--- src/rtl/ps_pwm_nch.sv ---
// N-channel phase-shifted PWM modulator: per-channel sawtooth carriers staggered by
// (period+1)/N_CH, glitch-free shadowed duties and complementary outputs with dead time.
module ps_pwm_nch #(
  parameter int unsigned N_CH  = 4,
  parameter int unsigned CNT_W = 8,
  parameter int unsigned DT_W  = 4
) (
  input  logic                    clk,
  input  logic                    rst,
  input  logic                    en,
  input  logic [CNT_W-1:0]        period,
  input  logic                    duty_wr,
  input  logic [$clog2(N_CH)-1:0] duty_ch,
  input  logic [CNT_W-1:0]        duty_data,
  input  logic [DT_W-1:0]         dead_time,
  output logic [N_CH-1:0]         pwm_h,
  output logic [N_CH-1:0]         pwm_l,
  output logic                    sync,
  output logic                    running
);

  localparam int unsigned ChW = $clog2(N_CH);
  localparam int unsigned CW1 = CNT_W + 1;

  typedef enum logic [0:0] {StIdle, StRun} state_e;

  state_e                         state_q, state_d;
  logic [CNT_W-1:0]               per_q, per_d;
  logic [N_CH-1:0][CNT_W-1:0]     cnt_q, cnt_d;
  logic [N_CH-1:0][CNT_W-1:0]     shadow_q, shadow_d;
  logic [N_CH-1:0][CNT_W-1:0]     act_q, act_d;
  logic [N_CH-1:0][DT_W-1:0]      dt_q, dt_d;
  logic [N_CH-1:0]                raw_q, raw_d;
  logic [N_CH-1:0]                pwm_h_q, pwm_h_d;
  logic [N_CH-1:0]                pwm_l_q, pwm_l_d;
  logic                           sync_q, sync_d;

  logic [CW1-1:0]                 per_p1;
  logic [CW1-1:0]                 step;
  logic [CW1-1:0]                 offs;
  logic [N_CH-1:0][CNT_W-1:0]     cnt_load;
  logic [N_CH-1:0]                raw;

  // Start-up carrier values: channel k sits k*step counts behind channel 0.
  always_comb begin
    per_p1   = CW1'(period) + CW1'(1);
    step     = per_p1 >> ChW;
    offs     = '0;
    cnt_load = '0;
    for (int unsigned k = 0; k < N_CH; k++) begin
      offs = CW1'(k) * step;
      // A zero offset must map to 0, not to per+1 truncated.
      cnt_load[k] = (offs == '0) ? '0 : CNT_W'(per_p1 - offs);
    end
  end

  always_comb begin
    raw = '0;
    for (int unsigned k = 0; k < N_CH; k++) begin
      raw[k] = {1'b0, cnt_q[k]} < {1'b0, act_q[k]};
    end
  end

  always_comb begin
    state_d  = state_q;
    per_d    = per_q;
    cnt_d    = cnt_q;
    act_d    = act_q;
    shadow_d = shadow_q;
    dt_d     = '0;
    raw_d    = '0;
    pwm_h_d  = '0;
    pwm_l_d  = '0;
    sync_d   = 1'b0;

    if (duty_wr) begin
      shadow_d[duty_ch] = duty_data;
    end

    unique case (state_q)
      StIdle: begin
        if (en) begin
          state_d = StRun;
          per_d   = period;
          cnt_d   = cnt_load;
          act_d   = shadow_q;
        end
      end
      StRun: begin
        if (!en) begin
          state_d = StIdle;
        end else begin
          sync_d = (cnt_q[0] == '0);
          for (int unsigned k = 0; k < N_CH; k++) begin
            // Shadow is sampled before this clock's write lands.
            if (cnt_q[k] == per_q) begin
              cnt_d[k] = '0;
              act_d[k] = shadow_q[k];
            end else begin
              cnt_d[k] = cnt_q[k] + 1'b1;
            end

            raw_d[k] = raw[k];
            if (raw[k] != raw_q[k]) begin
              dt_d[k] = dead_time;
            end else if (dt_q[k] != '0) begin
              dt_d[k] = dt_q[k] - 1'b1;
            end

            pwm_h_d[k] = (dt_d[k] == '0) && raw[k];
            pwm_l_d[k] = (dt_d[k] == '0) && !raw[k];
          end
        end
      end
      default: state_d = StIdle;
    endcase
  end

  always_ff @(posedge clk) begin
    if (rst) begin
      state_q  <= StIdle;
      per_q    <= '0;
      cnt_q    <= '0;
      shadow_q <= '0;
      act_q    <= '0;
      dt_q     <= '0;
      raw_q    <= '0;
      pwm_h_q  <= '0;
      pwm_l_q  <= '0;
      sync_q   <= 1'b0;
    end else begin
      state_q  <= state_d;
      per_q    <= per_d;
      cnt_q    <= cnt_d;
      shadow_q <= shadow_d;
      act_q    <= act_d;
      dt_q     <= dt_d;
      raw_q    <= raw_d;
      pwm_h_q  <= pwm_h_d;
      pwm_l_q  <= pwm_l_d;
      sync_q   <= sync_d;
    end
  end

  assign pwm_h   = pwm_h_q;
  assign pwm_l   = pwm_l_q;
  assign sync    = sync_q;
  assign running = (state_q == StRun);

endmodule

--- config.mk ---
export PLATFORM = sky130hd
export DESIGN_NAME = ps_pwm_nch
export DESIGN_NICKNAME = d
export VERILOG_FILES = /design/src/rtl/ps_pwm_nch.sv
export SDC_FILE = /design/constraint.sdc
export NUM_CORES = 1
export LEC_CHECK = 0
export CORE_ASPECT_RATIO = 1.5
export CORE_MARGIN = 2
export CORE_UTILIZATION = 30
export DETAILED_ROUTE_END_ITERATION = 8
export DONT_BUFFER_PORTS = 1
export PLACE_DENSITY = 0.42
export SLEW_MARGIN = 20
export SYNTH_ARGS = -nofsm -noshare
export SYNTH_HDL_FRONTEND = slang
export SYNTH_SLANG_ARGS = --single-unit
--- constraint.sdc ---
create_clock -name clk -period 6.7 [get_ports clk]
set_clock_uncertainty 0.05 [all_clocks]
set_input_delay 1.34 -clock clk [delete_from_list [all_inputs] [get_ports clk]]
set_output_delay 1.34 -clock clk [all_outputs]
set_load 0.01 [all_outputs]
# After elaboration in Yosys (flattened, before gate mapping)
# Cells that the tools add are included.
[op_classes]
n_addsub = 12
n_mul = 1
n_div = 0
magnitude_cmp = 6
n_eq_ne = 14
shift = 0
muxes = 37
n_bitwise = 2
n_reduce_logical = 32
[ops]
columns = ["cell", "n"]
rows = [
  ["2-to-1 mux 32 bit", 4],
  ["case mux 32 bit (2 select lines)", 2],
  ["2-to-1 mux 8 bit", 12],
  ["2-to-1 mux 4 bit", 16],
  ["adder 8 x 1 -> 8 bit, second input constant", 4],
  ["bitwise mux 32 bit", 1],
  ["equality test 8 bit", 4],
  ["< comparator 8 bit", 4],
  ["zero test 9 bit", 3],
  ["demux 8 bit (select 2 bit)", 1],
  ["zero test 4 bit", 4],
  ["nonzero test 4 bit", 4],
  ["subtractor 4 x 1 -> 4 bit, second input constant", 4],
  ["subtractor 8 bit", 2],
  ["AND reduction 3 bit", 4],
  ["adder 8 x 1 -> 9 bit, second input constant", 1],
  ["logical AND 1 bit", 9],
  ["multiplier 2 x 7 -> 9 bit, first input constant", 1],
  ["zero test 8 bit", 1],
  ["inequality test 2 x 1 -> 1 bit, second input constant", 4],
  ["subtractor 8 x 7 -> 8 bit", 1],
  ["zero test 1 bit", 4],
  ["inequality test 1 bit", 4],
  ["inequality test 2 bit, second input constant", 2],
  ["6 further kinds", 8],
]
[totals]
register_bits = 134
latchBits = 0
ramBits = 0
rom_bits = 0
input_bits = 26
out_inout_bits = 10
wordCells = 126
mem_count = 0

# Longest topological paths before layout
# Gate-level depths: netlist (run 1).
[depth]
depth_word = 7
depth_mapped = 21
depth_no_buf = 20

# Worst setup path before layout (run 1)
# Ideal clock, no wire load.
[synth_timing]
kind = "input to register"
from = "input port period[1]"
to = "register cnt_q[31] in the netlist's numbering"
setup_ns = 0.139
t_arrival_ns = 5.260
required_ns = 6.511
slack_ns = 1.251
path_stages = 21
cell_sequence = "and2_1 buf_2 nand2_1 xnor2_1 ha_1 inv_1 fa_1 nand2b_1 a221oi_2 a21oi_1 a211o_1 and2_4 xnor2_2 inv_1 ha_1 a21o_1 a31oi_1 maj3_1 xnor2_1 nand3_1 o221ai_1"
[synth_via]
elab_chain_len = 6
word_cells_on_any_way = 7
[synth_lines]
columns = ["item", "line", "rtl"]
rows = [
  ["start, declared", "11", "input logic [CNT_W-1:0] period,"],
  ["adder 8 x 1 -> 9 bit *", "46", "per_p1 = CW1'(period) + CW1'(1);"],
  ["multiplier 2 x 7 -> 9 bit", "51", "offs = CW1'(k) * step;"],
  ["subtractor 8 bit / zero test 9 bit (equally long branches)", "53", "cnt_load[k] = (offs == '0) ? '0 : CNT_W'(per_p1 - offs);"],
  ["2-to-1 mux 8 bit *", "53", ""],
  ["2-to-1 mux 32 bit *", "82", "if (en) begin"],
  ["case mux 32 bit (2 select lines) *", "80", "unique case (state_q)"],
  ["end signal, assigned", "134", "cnt_q <= cnt_d;"],
  ["end, declared", "29", "logic [N_CH-1:0][CNT_W-1:0] cnt_q, cnt_d;"],
]
# Mark *: on every way between the ends. The rest lies on a longest branch, timed or not. The select of a mux whose other input is x is not followed.
# A chain may end at the register's enable or synchronous reset.

# Worst setup path after layout (run 1)
[layout_timing]
from = "input port period[0]"
to = "register cnt_q[31] in the netlist's numbering"
# The elaborated chain is that of the path after synthesis.

==> impl_metrics.toml, run 1 <==
[critical_path]
arrival_ns = 5.68
r2r_setup_slack_ns = 3.98
path_class = "in2reg"
cp_max_fo = 10
startpoint = "period[0]"
worstPathCellList = "ha_1 > and3_1 > and3_1 > xnor2_1 > inv_1 > ha_1 > nor2_1 > a21oi_1 > a31o_2 > a2bb2oi_1 > and2_4 > xnor2_2 > inv_1 > ha_1 > a21o_1 > a31oi_1 > maj3_1 > xnor2_1 > nand3_1 > o221ai_1"
cpLargestDelayFamily = "adder cells"
end_kind = "flip-flop"
path_common_cell = "ha_1"
cp-start-kind = "input pin"
cp_slowest_cell = "xnor2_1"
crit_required_ns = 6.96
rr_worst_depth = 9
reg2reg_to = "dt_q[12]"
regToRegStartpoint = "cnt_q[25]"
critPathBufInv = 2
slowest_delay_ns = 0.54
crit_path_end = "cnt_q[31]"
cp.depth = 20

[timing]
rsz0062_at_grt = "false"
slew_headroom_pct = 36.91
hold_slack_ns = 0.4454
max_slew.worst_pin.slew_ns = 0.9441
period_share_pct = 80.89
setup_tns_ns = 0
setup_ws_ns = 1.280
finalMaxSlewViolations = 0
fmax_mhz = 184.5
finalSetupViolCount = 0
hold_viol = 0
fin_crit_ns = 5.420

[pwr]
pwr-share-seq_pct = 36.0
internal_power_uw = 1751
powerDensity_nw_per_um2 = 261.1
ir_worst_vdd_mv = 0.1927
switching_power_uw = 718.7
combPwrFrac_pct = 20.3
leakagePower_uw = 0.003955
clock_power_share_pct = 43.7
swShare_pct = 29.10

[grt]
grt_pass1_wl_um = 38250
overflow = 0
antenna_found_initial = 0
first_global_vias = 6917
track_usage_pct = 16.40
grt_max_degree = 103

[detailed_routing]
vias_per_cell = 5.101
drt_iter0_drc = 299
drtPass1Iterations = 4
routed_wl_um = 23250
dr_total_vias = 6902
routedWlPerCell_um = 17.18
drtAntennaViolNets = 0
post-route-drc-count = 0

[clocking]
cts_tree = "built"
cts_hold_buffers = 0
postCtsSetupBuffers = 0
clk_latency_ns = 0.44
clk_pin_slew_ns = 0.06
ctsRootBufferMaster = "clkbuf_16"
cts_sinks = 134
clock_path_buffers = 2
cts_resized = 0
cts_buffers = 17
h-tree-depth = 4

[worst_hold_path]
hold_path.class = "reg2reg"
min_path_cells = 2

[synthesis]
netlist_top_cells_area = "dfxtp_1, ha_1, mux2i_1, nor2_1, xnor2_1"
synth_top_area_share_pct = 31.49
synth.cell_area_um2 = 8518
synth_edf_count = 0
synth_warnings = 0
yosys.area.top_type = "dfxtp_1"
ys_types = 66
synth_nets = 1117
ys_ff_latch = 134
synth_cells = 1026
synthFlopType = "dfxtp_1"
synth_area_per_cell_um2 = 8.302
seq_area_frac_synth_pct = 31.49
synthArstFlopShare_pct = 0

[die]
row_count = 75
die_h_um = 210.4
die_x_um = 141.6
design.core.area_um2 = 27960
pin_count = 36
die_area_um2 = 29790
initial_core_util_pct = 30.46

[flow_run]
cap_violations = 0

[place]
io_buffers = 0
placed_cell_area_um2 = 8785
post-dp-hpwl_um = 17180
pre_cts_ws_ns = 0.7956
routabilityCongestion = 0.7683

[layout]
multiInputGateArea_um2 = 5376
fillCellCount = 2969
final_util_pct = 33.82
seq_area_um2 = 2683
drive_gt1_share_pct = 7.249
fin_nets = 1085
antennaDiodeCount = 0
syn2layout_area_growth_pct = 11.03
fin_area_um2 = 9458

[run_status]
status = "finished clean"
[cells in the mapped netlist (4+ instances only)]
master,count
nor2_1,136
dfxtp_1,134
mux2i_1,73
nand2_1,63
ha_1,61
inv_1,59
clkbuf_1,54
a21oi_1,47
xnor2_1,43
o21ai_0,32
nor3_1,30
nand3_1,28
xor2_1,25
a21o_1,23
and3_1,21
nand2b_1,15
nand4_1,14
nor3b_1,12
nand3b_1,11
a22oi_1,10
mux2_2,9
nor4_1,9
a31oi_1,8
o21bai_1,8
o22ai_1,8
and2_1,7
o221ai_1,6
o31ai_1,6
nor2b_1,5
o21ai_1,5
o221a_2,5
o32ai_1,5
fa_1,4
o311ai_0,4
or2_2,4
[state kept, by name, indices dropped and copies added, names as in the netlist, 4 cells and up]
signal and cells:
act_q 32, cnt_q 32, shadow_q 32, dt_q 16
per_q 8, pwm_h 4, pwm_l 4, raw_q 4
[worst min-delay path, cell delays in order, from the launching register on]
cell	delay, ns
dfxtp_1	0.32
mux2i_1	0.07
nor2_1	0.07
[worst min path at each step]
stage           endpoint        start
3_5_place_dp   act_q[20]    act_q[20]
3_3_place_gp    act_q[8]  shadow_q[8]
4_1_cts        act_q[20]    act_q[20]
5_1_grt         act_q[8]  shadow_q[8]
2_1_floorplan   act_q[0]  shadow_q[0]
6_report        act_q[1]     act_q[1]
[cells in the final DEF (no fill, tap or decap), drive strengths merged, types with 19 or more instances in the layout]
cell	count
clkbuf	19
xor2	25
xnor2	44
a21oi	47
inv	63
nor3	30
o21ai	37
ha	61
nand3	28
mux2i	73
a21o	23
nand2	63
dfxtp	134
and3	21
nor2	136
[through the flow]
stage | power [uW] | cells
floorplan | 1293 | 1026
global placement | 1412 | 1321
detailed placement | 1412 | 1321
CTS | 2511 | 1353
global route | 2599 | 1353
finish | 2469 | 1353
[final cells by class]
class	count	share of cell area, %
multi-input cells	772	56.85
flip-flops and latches	134	28.36
clock buffers	19	4.789
well taps	346	4.577
inverters	59	2.342
clock inverters	13	2.289
repair buffers	10	0.7938
[per-layer routing]
layer  share of wire [%]  GRT usage [%]
met1                  43          18.68
met2                  51          29.83
met3                 3.4          3.067
met4                 2.5          6.690
met5                   0              0
[cell families after synthesis]
| kind of cell | count (synthesis) | synth area share (%) |
|---|---|---|
| adder cells (fa/ha/maj) | 66 | 10.02 |
| AND/OR/NAND/NOR | 367 | 21.02 |
| XOR/XNOR | 69 | 7.183 |
| multiplexers | 82 | 9.768 |
| flip-flops | 134 | 31.49 |
| buffers and inverters | 120 | 5.435 |
| AO/OA/AOI/OAI | 188 | 15.09 |
[power groups by stage]
stage	sequential [uW]	combinational (uW)	clock, uW
2_1_floorplan	879	414	0
4_1_cts	890	508	1110
3_3_place_gp	908	504	0
6_report	889	502	1080
5_1_grt	896	563	1140
3_5_place_dp	909	504	0
No activity file was read; power rests on OpenSTA's default activity.
==> run 2, diff against run 1 <==
PLACE_DENSITY = 0.43   (was 0.42)
clock period = 4.9 ns   (was 6.7 ns; I/O delays follow)
==> run 2 against run 1 <==
Effect of this change: final cell count rose by 0.81%; count of clock-buffer cells in the layout did not move; final area barely moved; die area did not move; total power rose by 28%; largest power group unchanged; register-to-register slack got worse by 1.9 ns; clock power rose by 15%.
==> impl_metrics.toml, run 2 (synthesis results as in run 1) <==
[detailed_routing]
drtAntennaViolNets = 0
dr_total_vias = 6931
post-route-drc-count = 0
drtPass1Iterations = 4
vias_per_cell = 5.081
drt_iter0_drc = 351
routed_wl_um = 23240
routedWlPerCell_um = 17.04

[layout]
fillCellCount = 2984
final_common_cell = "nor2_1"
reg_top3 = "act_q (32), cnt_q (32), shadow_q (32)"
layout_common_cells = "nor2_1, dfxtp_1, mux2i_1"
drive_gt1_share_pct = 8.350
fin_nets = 1096
multiInputGateArea_um2 = 5395
seq_area_um2 = 2683
antennaDiodeCount = 0
final_util_pct = 33.81
syn2layout_area_growth_pct = 11.00

[flow_run]
cap_violations = 0

[clocking]
clock_path_buffers = 2
cts_tree = "built"
ctsRootBufferMaster = "clkbuf_16"
cts_buffers = 17
h-tree-depth = 4
cts_hold_buffers = 0
clk_pin_slew_ns = 0.06
cts_sinks = 134
postCtsSetupBuffers = 0
clk_latency_ns = 0.43
cts_resized = 0

[grt]
grt_max_degree = 103
overflow = 0
antenna_found_initial = 0
track_usage_pct = 16.46
grt_pass1_wl_um = 38380
first_global_vias = 6889

[die]
die_area_um2 = 29790
die_x_um = 141.6
design.core.area_um2 = 27960
pin_count = 36
row_count = 75
die_h_um = 210.4
initial_core_util_pct = 30.46

[timing]
hold_slack_ns = 0.4393
rsz0062_at_grt = "false"
hold_viol = 0
period_share_pct = 89.52
fmax_mhz = 228.0
setup_ws_ns = 0.5133
finalSetupViolCount = 0
setup_tns_ns = 0
max_slew.worst_pin.slew_ns = 1.037
finalMaxSlewViolations = 0
slew_headroom_pct = 30.39
fin_crit_ns = 4.387

[place]
routabilityCongestion = 0.7992
post-dp-hpwl_um = 17280
io_buffers = 0
pre_cts_ws_ns = 0.07415

[pwr]
powerDensity_nw_per_um2 = 333.9
total_power_uw = 3157
internal_power_uw = 2182
ir_worst_vdd_mv = 0.2347
clock_power_share_pct = 39.4
swShare_pct = 30.88
leakagePower_uw = 0.003969
pwr-share-seq_pct = 38.5
combPwrFrac_pct = 22.1
switching_power_uw = 974.9

[run_status]
status = "finished clean"

[critical_path]
slowest_delay_ns = 0.37
cp_max_fo = 7
path_class = "in2reg"
cpLargestDelayFamily = "adder cells"
worstPathCellList = "ha_1 > and3_1 > and3_1 > xnor2_2 > inv_1 > ha_1 > nor2_1 > a21oi_1 > a31o_2 > a2bb2oi_1 > and2_4 > xnor2_2 > inv_1 > ha_1 > a21o_1 > a31oi_1 > maj3_1 > xnor2_1 > o221ai_1"
cp.depth = 19
cp-start-kind = "input pin"
crit_required_ns = 5.15
path_common_cell = "ha_1"
rr_worst_depth = 9
end_kind = "flip-flop"
cp_slowest_cell = "maj3_1"
critPathBufInv = 2
arrival_ns = 4.64

[worst_hold_path]
min_path_cells = 2
hold_path.class = "reg2reg"
run 2: cell types whose count changed in the layout (fill, tap and decap cells not counted), sizes merged:
cell | before | now
inv | 63 | 62
bufinv | 5 | 1
buf | 10 | 21
clkinvlp | 2 | 3
clkinv | 2 | 6
run 2: cell type report:
| class | instances | area share [%] |
|---|---|---|
| Clock buffer | 19 | 4.684 |
| Clock inverter | 13 | 1.297 |
| Inverter | 59 | 2.342 |
| Multi-Input combinational cell | 772 | 57.06 |
| Sequential cell | 134 | 28.37 |
| Tap cell | 346 | 4.579 |
| Timing Repair Buffer | 21 | 1.667 |
run 2: per-layer routing:
metal | GRT usage (%) | share of wire, %
met2 | 29.41 | 51
met3 | 3.635 | 3.3
met4 | 6.586 | 2.9
met1 | 18.90 | 42
met5 | 0 | 0
run 2: power by group through the flow:
stage | Sequential [uW] | Combinational (uW) | Clock, uW
finish | 1220 | 698 | 1240
global placement | 1240 | 701 | 0
CTS | 1220 | 707 | 1290
floorplan | 1200 | 567 | 0
global route | 1220 | 786 | 1330
detailed placement | 1240 | 702 | 0
run 2: per-stage QoR:
| stage | instance area [um^2] | cells |
|---|---|---|
| final | 9455 | 1364 |
| after detailed placement | 8890 | 1332 |
| after floorplan | 8541 | 1026 |
| after global placement | 8890 | 1332 |
| after global routing | 9455 | 1364 |
| after CTS | 9455 | 1364 |
run 2: path summary, 6_finish.rpt:
path	startpoint	end	slack, ns
max	period[0]	cnt_q[31]	0.51
min	shadow_q[9]	act_q[9]	0.44
max reg2reg	cnt_q[25]	dt_q[12]	2.06
min reg2reg	shadow_q[9]	act_q[9]	0.44
run 2: worst reg2reg max path, stage by stage (launching register included):
cell and delay (ns):
dfxtp_1 0.46, ha_1 0.28, a21o_1 0.15, a21o_1 0.16, a21o_1 0.17, a21o_1 0.17, a21oi_1 0.14, o21ai_1 0.36
or4b_2 0.74, nand3_1 0.09
==> run 3, diff against run 2 <==
CAP_MARGIN = 20   (was not set)
GPL_TIMING_DRIVEN = 0   (was not set)
==> run 3 against run 2 <==
Effect of this change: total power grew 4.7%; wire length up 8.4%; sequential power about the same; via count rose by 3.8%; register-to-register slack gained 0.06 ns; critical path depth increased by 2; worst hold slack better by 0.0042 ns; worst setup slack worse by 0.26 ns; count of clock-buffer cells in the layout is 1 lower; first-iteration DRC count down 24%; sequential share of layout area fell by 0.82 points; non-clock buffer count rose by 47; critical endpoint unchanged; largest power group unchanged.
==> impl_metrics.toml, run 3 (synthesis results as in run 1) <==
[run_status]
status = "finished clean"

[die]
initial_core_util_pct = 30.46
design.core.area_um2 = 27960
pin_count = 36
die_h_um = 210.4
row_count = 75
die_area_um2 = 29790
die_x_um = 141.6

[timing]
max_slew.worst_pin.slew_ns = 0.8699
finalSetupViolCount = 0
fmax_mhz = 215.2
finalMaxSlewViolations = 0
hold_viol = 0
rsz0062_at_grt = "false"
fin_crit_ns = 4.647
slew_headroom_pct = 41.40
setup_ws_ns = 0.2534
setup_tns_ns = 0
hold_slack_ns = 0.4435
period_share_pct = 94.83

[layout]
drive_gt1_share_pct = 8.451
final_common_cell = "nor2_1"
final_cells = 1411
antennaDiodeCount = 0
layout_common_cells = "nor2_1, dfxtp_1, mux2i_1"
reg_top3 = "act_q (32), cnt_q (32), shadow_q (32)"
fin_nets = 1143
syn2layout_area_growth_pct = 14.29
fin_area_um2 = 9736

[clocking]
clk_pin_slew_ns = 0.07
cts_buffers = 17
cts_hold_buffers = 0
h-tree-depth = 4
ctsRootBufferMaster = "clkbuf_16"
clk_latency_ns = 0.44
cts_tree = "built"
cts_sinks = 134
clock_path_buffers = 2

[detailed_routing]
drtPass1Iterations = 4
routedWlPerCell_um = 17.86
routed_wl_um = 25200
vias_per_cell = 5.099
drtAntennaViolNets = 0
drt_iter0_drc = 268
post-route-drc-count = 0
dr_total_vias = 7195

[place]
dp_cells = 1372
io_buffers = 0
routabilityCongestion = 0.8134
pre_cts_ws_ns = -0.7599
post-dp-hpwl_um = 19430
placed_cell_area_um2 = 8974

[worst_hold_path]
hold_path.class = "reg2reg"
min_path_cells = 2

[critical_path]
end_kind = "flip-flop"
crit_required_ns = 5.14
rr_worst_depth = 10
cp_max_fo = 8
path_class = "in2reg"
arrival_ns = 4.89
cp-start-kind = "input pin"

[grt]
grt_max_degree = 17
grt_pass1_wl_um = 40470
track_usage_pct = 17.64
overflow = 0
first_global_vias = 7271
antenna_found_initial = 0

[pwr]
ir_worst_vdd_mv = 0.2546
powerDensity_nw_per_um2 = 339.6
leakagePower_uw = 0.004025

[flow_run]
cap_violations = 0
[run 3: cell count changes in the layout (fill, tap and decap cells not counted), sizes merged]
cell	change
clkbuf	+54
buf	-8
bufinv	+2
clkinv	-1
[run 3: final cells by class]
type                    count  area, um^2
flip-flops and latches    134        2683
repair buffers              7       52.55
inverters                  59       221.5
clock buffers              18       429.2
well taps                 346       432.9
clock inverters            14       175.2
fillers                  2925       18230
multi-input cells         772        5499
plain buffers              61       242.7
[run 3: per-stage QoR]
step	utilization (%)	power (uW)
3_5_place_dp	32.09	1975
3_3_place_gp	32.09	1973
4_1_cts	34.43	3336
5_1_grt	34.81	3480
6_report	34.81	3306
2_1_floorplan	-	1769
[run 3: path summary, 6_finish.rpt]
check / start / end / slack [ns]
worst max-delay path: period[1] / cnt_q[31] / 0.25
worst min-delay path: act_q[6] / act_q[6] / 0.44
worst max register to register: cnt_q[1] / dt_q[0] / 2.12
worst min register to register: act_q[6] / act_q[6] / 0.44
[run 3: layer usage]
| metal | vias to the layer above | part of all wire [%] | track usage, % | routed length, um |
|---|---|---|---|---|
| met1 | 3390 | 42 | 19.55 | 10530 |
| met2 | 114 | 52 | 32.71 | 13100 |
| li1 | 3647 | - | - | - |
| met3 | 44 | 2.9 | 3.294 | 737 |
| met4 | 0 | 3.3 | 7.241 | 840 |
| met5 | - | 0 | 0 | 0 |
[run 3: report_power, final]
| part | internal [uW] | switching (uW) | leakage, uW |
|---|---|---|---|
| clock network | 805 | 536 | 0.000287 |
| registers | 1140 | 65.3 | 0.00109 |
| logic | 329 | 433 | 0.00265 |
| total | 2270 | 1030 | 0.00403 |
[run 3: worst max-delay path, stage by stage]
cell      delay, ns
and2_1         0.09
buf_2          0.20
nand2_2        0.11
xnor2_4        0.23
ha_1           0.20
inv_1          0.05
fa_1           0.40
nand2b_2       0.26
a221oi_2       0.23
a21oi_1        0.07
a211o_1        0.35
and2_4         0.18
xnor2_2        0.19
inv_1          0.07
ha_1           0.34
a21o_1         0.13
a31oi_1        0.04
maj3_1         0.38
xnor2_1        0.15
nand3_1        0.12
o221ai_1       0.11
[run 3: what timing repair did]
action                     4_1_cts  5_1_grt
setup endpoints to repair        2        2
buffers inserted                 0        7
pin swaps                        0        3
gates resized for setup          8       13
